`src/rtl/bcd_clock_pkg.sv`:
```
// Shared types, limits and BCD helpers for the time-of-day counter.
package bcd_clock_pkg;

    typedef logic [3:0] bcd_digit_t;

    localparam logic [7:0] SEC_MAX   = 8'h59;
    localparam logic [7:0] MIN_MAX   = 8'h59;
    localparam logic [7:0] HR_MAX    = 8'h23;
    localparam logic [7:0] HR12_NOON = 8'h12;

    function automatic logic bcd_valid(input logic [7:0] b);
        return (b[7:4] <= 4'd9) && (b[3:0] <= 4'd9);
    endfunction

    function automatic logic [6:0] bcd2bin(input logic [7:0] b);
        return 7'({3'b000, b[7:4]} * 7'd10 + {3'b000, b[3:0]});
    endfunction

endpackage

```
`src/rtl/bcd_mod_digit.sv`:
```
// One BCD digit counting 0..MAX; load beats clear, clear beats increment.
module bcd_mod_digit
    import bcd_clock_pkg::*;
#(
    parameter int MAX = 9
) (
    input  logic       clk,
    input  logic       reset,
    input  logic       inc,
    input  logic       clr,
    input  logic       ld,
    input  bcd_digit_t ld_val,
    output bcd_digit_t q,
    output logic       at_max
);

    bcd_digit_t q_q, q_d;

    assign at_max = (q_q == bcd_digit_t'(MAX));
    assign q      = q_q;

    always_comb begin
        q_d = q_q;
        if (ld)
            q_d = ld_val;
        else if (clr)
            q_d = '0;
        else if (inc)
            q_d = at_max ? '0 : q_q + 4'd1;
    end

    always_ff @(posedge clk or negedge reset) begin
        if (!reset)
            q_q <= '0;
        else
            q_q <= q_d;
    end

endmodule

```
`src/rtl/bcd_time_of_day.sv`:
```
// HH:MM:SS BCD clock with prescaler, 12/24-hour display, validated load and
// rollover strobes. Defining ALARM_EN adds the HH:MM alarm ports and logic.
module bcd_time_of_day
    import bcd_clock_pkg::*;
#(
    parameter int TICK_DIV = 1,
    parameter int DIV_W    = $clog2(TICK_DIV + 1)
) (
    input  logic        clk,
    input  logic        reset,
    input  logic        enable,
    input  logic        mode_12h,
    input  logic        load,
    input  logic [23:0] ld_time,
    output logic        load_err,
    output logic [3:0]  ms_hr,
    output logic [3:0]  ls_hr,
    output logic [3:0]  ms_min,
    output logic [3:0]  ls_min,
    output logic [3:0]  ms_sec,
    output logic [3:0]  ls_sec,
    output logic        pm,
    output logic        sec_pulse,
    output logic        min_roll,
    output logic        hr_roll,
`ifdef ALARM_EN
    output logic        day_roll,
    input  logic [15:0] alarm_time,
    input  logic        alarm_arm,
    input  logic        alarm_clr,
    output logic        alarm
`else
    output logic        day_roll
`endif
);

    // Digit order: 0=ls_sec .. 5=ms_hr; nibble gi holds that digit's MAX
    localparam logic [23:0] DIGIT_MAX = 24'h295959;

    logic [DIV_W-1:0] div_q, div_d;
    logic             tick, ld_ok, ld_acc, ld_rej, adv;
    logic             sec_wrap, hr_step, day_wrap;
    logic [5:0]       inc, clr, at_max;
    bcd_digit_t       dig [6];
    logic [7:0]       hr_b;
    logic [6:0]       hr_bin, hr12;
    logic             hr12_tens;
    logic             sec_pulse_q, min_roll_q, hr_roll_q, day_roll_q, load_err_q;

    assign tick   = enable && (div_q == DIV_W'(TICK_DIV - 1));
    assign ld_ok  = bcd_valid(ld_time[23:16]) && bcd_valid(ld_time[15:8]) &&
                    bcd_valid(ld_time[7:0]) && (ld_time[23:16] <= HR_MAX) &&
                    (ld_time[15:8] <= MIN_MAX) && (ld_time[7:0] <= SEC_MAX);
    assign ld_acc = load && ld_ok;
    assign ld_rej = load && !ld_ok;
    // Any load request, good or bad, swallows a coincident tick
    assign adv    = tick && !load;

    assign sec_wrap = adv && at_max[1] && at_max[0];
    assign hr_step  = sec_wrap && at_max[3] && at_max[2];
    assign day_wrap = hr_step && at_max[5] && (dig[4] == 4'd3);

    assign inc = {inc[4] && at_max[4], hr_step && !day_wrap,
                  sec_wrap && at_max[2], sec_wrap, adv && at_max[0], adv};
    assign clr = {day_wrap, day_wrap, 4'b0000};

    generate
        for (genvar gi = 0; gi < 6; gi++) begin : g_digit
            bcd_mod_digit #(
                .MAX(int'(DIGIT_MAX[4*gi +: 4]))
            ) u_digit (
                .clk    (clk),
                .reset  (reset),
                .inc    (inc[gi]),
                .clr    (clr[gi]),
                .ld     (ld_acc),
                .ld_val (ld_time[4*gi +: 4]),
                .q      (dig[gi]),
                .at_max (at_max[gi])
            );
        end
    endgenerate

    always_comb begin
        div_d = div_q;
        if (ld_acc)
            div_d = '0;
        else if (enable)
            div_d = tick ? '0 : div_q + DIV_W'(1);
    end

    always_ff @(posedge clk or negedge reset) begin
        if (!reset) begin
            div_q       <= '0;
            sec_pulse_q <= 1'b0;
            min_roll_q  <= 1'b0;
            hr_roll_q   <= 1'b0;
            day_roll_q  <= 1'b0;
            load_err_q  <= 1'b0;
        end else begin
            div_q       <= div_d;
            sec_pulse_q <= adv;
            min_roll_q  <= sec_wrap;
            hr_roll_q   <= hr_step;
            day_roll_q  <= day_wrap;
            load_err_q  <= ld_rej;
        end
    end

    // 12-hour view is derived from the 24-hour count, never stored
    assign hr_b   = {dig[5], dig[4]};
    assign hr_bin = bcd2bin(hr_b);

    always_comb begin
        hr12 = hr_bin;
        if (hr_bin == 7'd0)
            hr12 = 7'd12;
        else if (hr_bin > 7'd12)
            hr12 = hr_bin - 7'd12;
    end

    assign hr12_tens = (hr12 >= 7'd10);

    assign ms_hr     = mode_12h ? {3'b000, hr12_tens} : dig[5];
    assign ls_hr     = mode_12h ? 4'(hr12 - (hr12_tens ? 7'd10 : 7'd0)) : dig[4];
    assign ms_min    = dig[3];
    assign ls_min    = dig[2];
    assign ms_sec    = dig[1];
    assign ls_sec    = dig[0];
    assign pm        = (hr_b >= HR12_NOON);
    assign sec_pulse = sec_pulse_q;
    assign min_roll  = min_roll_q;
    assign hr_roll   = hr_roll_q;
    assign day_roll  = day_roll_q;
    assign load_err  = load_err_q;

`ifdef ALARM_EN
    logic        alarm_q, alarm_set;
    logic [10:0] mins_now, mins_next, mins_alarm;

    // Compare in minutes-of-day so the post-increment HH:MM needs no BCD adder
    assign mins_now   = 11'(hr_bin) * 11'd60 + 11'(bcd2bin({dig[3], dig[2]}));
    assign mins_next  = (mins_now == 11'd1439) ? 11'd0 : mins_now + 11'd1;
    assign mins_alarm = 11'(bcd2bin(alarm_time[15:8])) * 11'd60 +
                        11'(bcd2bin(alarm_time[7:0]));
    assign alarm_set  = sec_wrap && alarm_arm && (mins_next == mins_alarm);

    always_ff @(posedge clk or negedge reset) begin
        if (!reset)
            alarm_q <= 1'b0;
        else if (alarm_clr || !alarm_arm)
            alarm_q <= 1'b0;
        else if (alarm_set)
            alarm_q <= 1'b1;
    end

    assign alarm = alarm_q;
`endif

endmodule
```
`config.mk`:
```
export PLATFORM = sky130hd
export DESIGN_NAME = bcd_time_of_day
export DESIGN_NICKNAME = d
export VERILOG_FILES = /design/src/rtl/bcd_clock_pkg.sv /design/src/rtl/bcd_mod_digit.sv /design/src/rtl/bcd_time_of_day.sv
export SDC_FILE = /design/constraint.sdc
export NUM_CORES = 1
export LEC_CHECK = 0
export BUFFER_PORTS_ARGS = -buffer_cell sky130_fd_sc_hd__buf_4
export CAP_MARGIN = 30
export CELL_PAD_IN_SITES_DETAIL_PLACEMENT = 1
export CELL_PAD_IN_SITES_GLOBAL_PLACEMENT = 2
export CORE_UTILIZATION = 35
export DETAILED_ROUTE_END_ITERATION = 6
export PLACE_DENSITY_LB_ADDON = 0.1
export REMOVE_ABC_BUFFERS = 1
export SYNTH_ARGS = -nofsm -noshare
export SYNTH_HDL_FRONTEND = slang
export SYNTH_HIERARCHICAL = 1
export SYNTH_SLANG_ARGS = --single-unit
```
`constraint.sdc`:
```
create_clock -name clk -period 11.64 [get_ports clk]
set_input_delay 0 -clock clk [delete_from_list [all_inputs] [get_ports clk]]
set_output_delay 0 -clock clk [all_outputs]
set_load 0.05 [all_outputs]
```
==> After elaboration in Yosys (flattened, before gate mapping) <==
Index checks and enable logic that the tools add are counted.
{ "totals": {"ff_bits": 30, "in_bits": 29, "out_inout_bits": 30} }
{ "classes": {"add_sub_neg": 10, "multipliers": 1, "magnitude_cmp": 12, "n_eq_ne": 7, "muxes": 28, "bitwise_logic": 1, "reduce_logical": 33} }
{ "ops": {"columns": ["operator", "n"], "rows": [
  ["4-bit 2-to-1 mux", 23],
  ["4-bit by 1-bit adder with 4-bit output (second input constant)", 6],
  ["4-bit <= comparator (second input constant)", 6],
  ["1-bit logical AND", 22],
  ["8-bit by 7-bit <= comparator with 1-bit output (second input constant)", 2],
  ["7-bit 2-to-1 mux", 2],
  ["4-bit equality test (second input constant)", 3],
  ["2-bit nonzero test", 5],
  ["4-bit by 2-bit equality test with 1-bit output (second input constant)", 2],
  ["4-bit by 3-bit equality test with 1-bit output (second input constant)", 2],
  ["8-bit by 5-bit greater-or-equal comparator with 1-bit output (second input constant)", 1],
  ["8-bit by 6-bit <= comparator with 1-bit output (second input constant)", 1],
  ["7-bit by 4-bit adder with 7-bit output", 1],
  ["7-bit by 4-bit greater-or-equal comparator with 1-bit output (second input constant)", 1],
  ["7-bit by 4-bit > comparator with 1-bit output (second input constant)", 1],
  ["7-bit logical NOT", 1],
  ["7-bit by 4-bit subtractor with 7-bit output (second input constant)", 1],
  ["4-bit by 3-bit multiplier with 6-bit output (second input constant)", 1],
  ["3-bit nonzero test", 2],
  ["4-bit subtractor", 1],
  ["1-bit logical NOT", 3],
  ["1-bit 2-to-1 mux", 3],
  ["1-bit adder (second input constant)", 1],
  ["1-bit inverter", 1]
]} }

==> Logic depth before layout (Yosys ltp) <==
{ "depth": {"depth_word": 15, "ltp_mapped": 16, "mapped_depth_nobuf": 16} }

==> Hierarchy <==
The synthesis kept the hierarchy.
{ "modules_own_cells": {"columns": ["mod", "n_inst", "cells_each", "area_per_inst_um2", "seq_area_each_um2"], "rows": [
  ["bcd_time_of_day", 1, 115, 935.9, 150.1],
  ["bcd_mod_digit at g_digit[0].u_digit ...", 3, 28, 267.8, 100.1],
  ["bcd_mod_digit at g_digit[1].u_digit ...", 2, 25, 255.2, 100.1],
  ["bcd_mod_digit at g_digit[5].u_digit", 1, 29, 266.5, 100.1]
]} }

==> Worst setup path before layout <==
No wires, ideal clock.
{ "synth_timing": {"path_type": "flip-flop to output port", "start": "register g_digit[5].u_digit.q_q[1]", "end": "output ls_hr[2]", "arrival_ns": 4.215, "t_required_ns": 11.640, "slack_ns": 7.425, "path_stages_with_launch": 14, "path_cell_list": "dfrtp_1 ha_1 ha_1 fa_1 clkbuf_1 xnor3_1 o211ai_1 and2_4 a2111o_1 o22a_1 a21o_1 ha_1 ha_1 mux2i_1"} }
{ "synth_between": {"elab_chain_len": 9, "elab_cells_between_ends": 11, "cone_classes": "add/sub (3); mul (1); order compare (2); mux (4); reduce/logical (1)"} }
{ "synth_lines": {"columns": ["item", "line_no", "text"], "rows": [
  ["start: declaration", "bcd_mod_digit.sv:17", "bcd_digit_t q_q, q_d;"],
  ["start signal: assignment", "bcd_mod_digit.sv:36", "q_q <= q_d;"],
  ["4-bit by 3-bit multiplier with 6-bit output *", "bcd_clock_pkg.sv:16", "return 7'({3'b000, b[7:4]} * 7'd10 + {3'b000, b[3:0]});"],
  ["7-bit by 4-bit adder with 7-bit output *", "bcd_clock_pkg.sv:16", null],
  ["7-bit by 4-bit subtractor with 7-bit output / 7-bit by 4-bit > comparator with 1-bit output (equally long branches)", "bcd_time_of_day.sv:119, bcd_time_of_day.sv:118", null],
  ["7-bit 2-to-1 mux", "bcd_time_of_day.sv:118", "else if (hr_bin > 7'd12)"],
  ["7-bit 2-to-1 mux *", "bcd_time_of_day.sv:116", "if (hr_bin == 7'd0)"],
  ["7-bit by 4-bit greater-or-equal comparator with 1-bit output", "bcd_time_of_day.sv:122", "assign hr12_tens = (hr12 >= 7'd10);"],
  ["4-bit 2-to-1 mux", "bcd_time_of_day.sv:125", "assign ls_hr = mode_12h ? 4'(hr12 - (hr12_tens ? 7'd10 : 7'd0)) : dig[4];"],
  ["4-bit subtractor *", "bcd_time_of_day.sv:125", null],
  ["4-bit 2-to-1 mux *", "bcd_time_of_day.sv:125", null],
  ["end: declaration", "bcd_time_of_day.sv:17", "output logic [3:0] ls_hr,"]
]} }
Every way passes the cells marked *; elsewhere a longest branch is shown, timed or not.

==> Final worst setup path <==
{ "layout_timing": {"start": "register g_digit[5].u_digit.q_q[1]", "end": "output ls_hr[3]"} }
Same word-level chain as after synthesis.

==> results.ini <==
[cells_and_area]
antennaDiodeCount=0
finalNetCount=421
n_fill_cell=835
area_delta_synth_final_pct=34.6
layout-drive-gt1-share_pct=21.5

[route]
wire_per_inst_um=15.0
postRouteWirelength_mm=6.96
remaining_drc_errors=0
drt-initial-drc-count=60
via_count=2431
antenna_left=0
via_per_inst=5.24
drt-pass1-iter-count=4

[sta]
final.setup.worst_slack_ns=7.01
setup_violations=0
max_freq_ghz=0.216
rsz0062_at_grt=false
relSlewSlack_pct=34.2
final-hold-violation-count=0
fin_crit_ns=4.63
setup_tns_ns=0
worst_pin_slew_ns=0.987
slew_violations=0
finalCritPeriodShare_pct=39.8
skew_ns=0.0127

[yosys]
synthFlopType=dfrtp_1
avgSynthCellArea_um2=9.05
postSynth.asyncResetShare_pct=100
synthCells=278
synthDistinctLibCells=60
synth_edf_count=0
ys_seq_area_share_pct=29.8
syn-cell-area_mm2=0.00252
ys_seq_elements=30
yosysWarnings=6

[cts]
clock_path_buffers=2
cts_tree=built
cts_buffers=5
post_cts_buffers=0
htree_levels=2
clock_sink_count=30
clk_pin_slew_ns=0.08
cts-root-buf=clkbuf_8
worstSkewPairLatency_ns=0.29

[power_and_ir_drop]
pwr_density_cell_mw_per_mm2=108
vdd_drop_max_v=0.0000410
fin_total_pwr_mw=0.366
total_leakage_power_nw=1.61

[critical_path]
required_ns=11.64
critPathLaunchType=register
cp.arrival_ns=4.63
reg2reg_setup_slack_ns=8.33
crit_fanout=9
r2r_cells=9
r2r-end=g_digit[5].u_digit/q[1]
crit_type=register to output pin
crit_path_end_kind=output pin
r2r_start=div_q

[floorplan]
die-width_um=86.8
boundaryPins=59
initial_core_util_pct=36.6
die_y_um=86.8
num_rows=30
die_area_mm2=0.00753
core-area_mm2=0.00687

[worst_hold_path]
min_to=g_digit[5].u_digit/q[2]
min-delay-path-class=input pin to register
min_from=ld_time[22]
hold_depth=3

[placed_design]
dpl.hpwl_mm=5.23
io_buffers=58
globalplace.congestion=0.762
dp_slack_ns=7.30

[global_routing]
grt_max_degree=31
grt_pass1_vias=2513
antenna_found_initial=0
grt_pass1_wl_mm=11.9
grt.total_usage_pct=20.0
grt_overflow_total=0

[run]
maxCapViolations=0

[run_status]
status=finished clean

-- layer usage --
| layer | GRT usage, % | wire length (µm) | up-vias |
|---|---|---|---|
| met5 | 0 | 0 | - |
| met4 | 3.79 | 27 | 0 |
| met3 | 3.24 | 151 | 2 |
| met2 | 33.6 | 3360 | 31 |
| met1 | 27.2 | 3410 | 1189 |
| li1 | - | - | 1209 |
-- placed cells by master, fill, tap and decap left out, types with 3 or more instances in the layout --
master         instances
nand2_1               14
o32ai_1                3
dlygate4sd3_1         20
nor3_1                 7
a21oi_1               27
a22o_1                10
nand3_1                5
clkbuf_8               6
o21ai_0               17
conb_1                 8
inv_1                 13
and3_1                 3
ha_1                  23
nand4_1                3
o31ai_1                4
and4b_1                3
a21boi_0               3
buf_4                 59
nor2_1                19
nand2b_1               8
nor2b_1                5
dfrtp_1               30
mux2_1                 5
a211o_1                4
and3b_1                5
or3b_1                 5
and2_1                 3
or2b_1                 7
-- cell families (layout without fill, tap and decap cells) --
family                     count (synthesis)  in the layout  share of synthesized area [%]
and+or+nand+nor                          100            100                           24.0
muxes                                      8              8                           3.48
adders and majority gates                 25             25                           13.0
AOI/OAI and AO/OA                         91             91                           24.5
other                                      1              8                          0.149
buffers and inverters                     18            101                           2.69
DFF                                       30             30                           29.8
xor gates and xnor gates                   5              5                           2.29
-- through the flow --
stage | hold WS (ns) | util, % | cells | area [µm²]
detailed placement | -0.0293 | 45.0 | 436 | 3090
floorplan | -0.296 | - | 281 | 2530
CTS | 0.0140 | 49.3 | 464 | 3390
global route | 0.0344 | 49.3 | 464 | 3390
global placement | -0.0364 | 45.0 | 436 | 3090
finish | 0.0117 | 49.3 | 464 | 3390
-- Yosys cell counts (3+ instances only) --
master    count  share of area (%)
nor2b_1       5                1.2
nand2b_1      8                2.0
a21oi_1      27                5.4
clkbuf_1      4               0.60
nor2_1       19                2.8
dfrtp_1      30                 30
nor3_1        7                1.4
mux2_1        5                2.2
o32ai_1       3                1.0
a22o_1       10                3.5
o31ai_1       4                1.2
a211o_1       4                1.4
ha_1         23                 11
nand3_1       5               0.99
and4b_1       3                1.2
and3b_1       5                1.7
inv_1        13                1.9
o21ai_0      17                3.4
and2_1        3               0.75
or3b_1        5                1.7
a21boi_0      3               0.90
nand4_1       3               0.75
or2b_1        7                2.1
and3_1        3               0.75
nand2_1      14                2.1
-- worst max-delay path by stage --
stage	from	to	depth (start not counted)
floorplan	g_digit[5].u_digit/q[1]	ls_hr[2]	12
global placement	g_digit[5].u_digit/q[1]	ls_hr[3]	15
detailed placement	g_digit[5].u_digit/q[1]	ls_hr[3]	16
CTS	g_digit[5].u_digit/q[1]	ls_hr[3]	16
global route	g_digit[5].u_digit/q[1]	ls_hr[3]	16
finish	g_digit[5].u_digit/q[1]	ls_hr[3]	16
-- state kept, by name, summed over array words and instances (netlist names) --
register	count
day_roll	1
load_err	1
sec_pulse	1
hr_roll	1
g_digit.u_digit/q	24
min_roll	1
div_q	1
-- worst max-delay path, cell delays in order, from the launching register on --
cell      delay [ns]
dfrtp_1         0.49
ha_1            0.34
ha_1            0.21
fa_1            0.40
xor2_1          0.23
or4_4           0.45
and2_4          0.16
a2111o_1        0.41
o21ai_2         0.18
nand2_1         0.08
a21o_1          0.19
ha_1            0.18
ha_1            0.22
nand2_1         0.08
nor3_1          0.04
or4_1           0.51
buf_4           0.20
-- timing repair --
action,CTS,global route
endpoints found under the hold margin,49,0
hold buffers,20,0
setup endpoints to repair,0,0
gates resized for setup,0,0
-- cell type report --
class / count / area, µm² / share of cell area (%)
Timing Repair Buffer: 79 / 643 / 19.0
Tap cell: 96 / 120 / 3.55
Clock inverter: 2 / 12.5 / 0.370
Inverter: 14 / 52.6 / 1.55
Clock buffer: 6 / 82.6 / 2.44
Multi-Input combinational cell: 237 / 1720 / 50.9
Sequential cell: 30 / 751 / 22.2
-- power breakdown --
part | switching (mW) | internal [mW] | total [mW]
Clock | 0.0428 | 0.0475 | 0.0903
Combinational | 0.0921 | 0.0634 | 0.155
Sequential | 0.0115 | 0.109 | 0.120
Total | 0.146 | 0.220 | 0.366
Power figures use the tool's default switching activity.
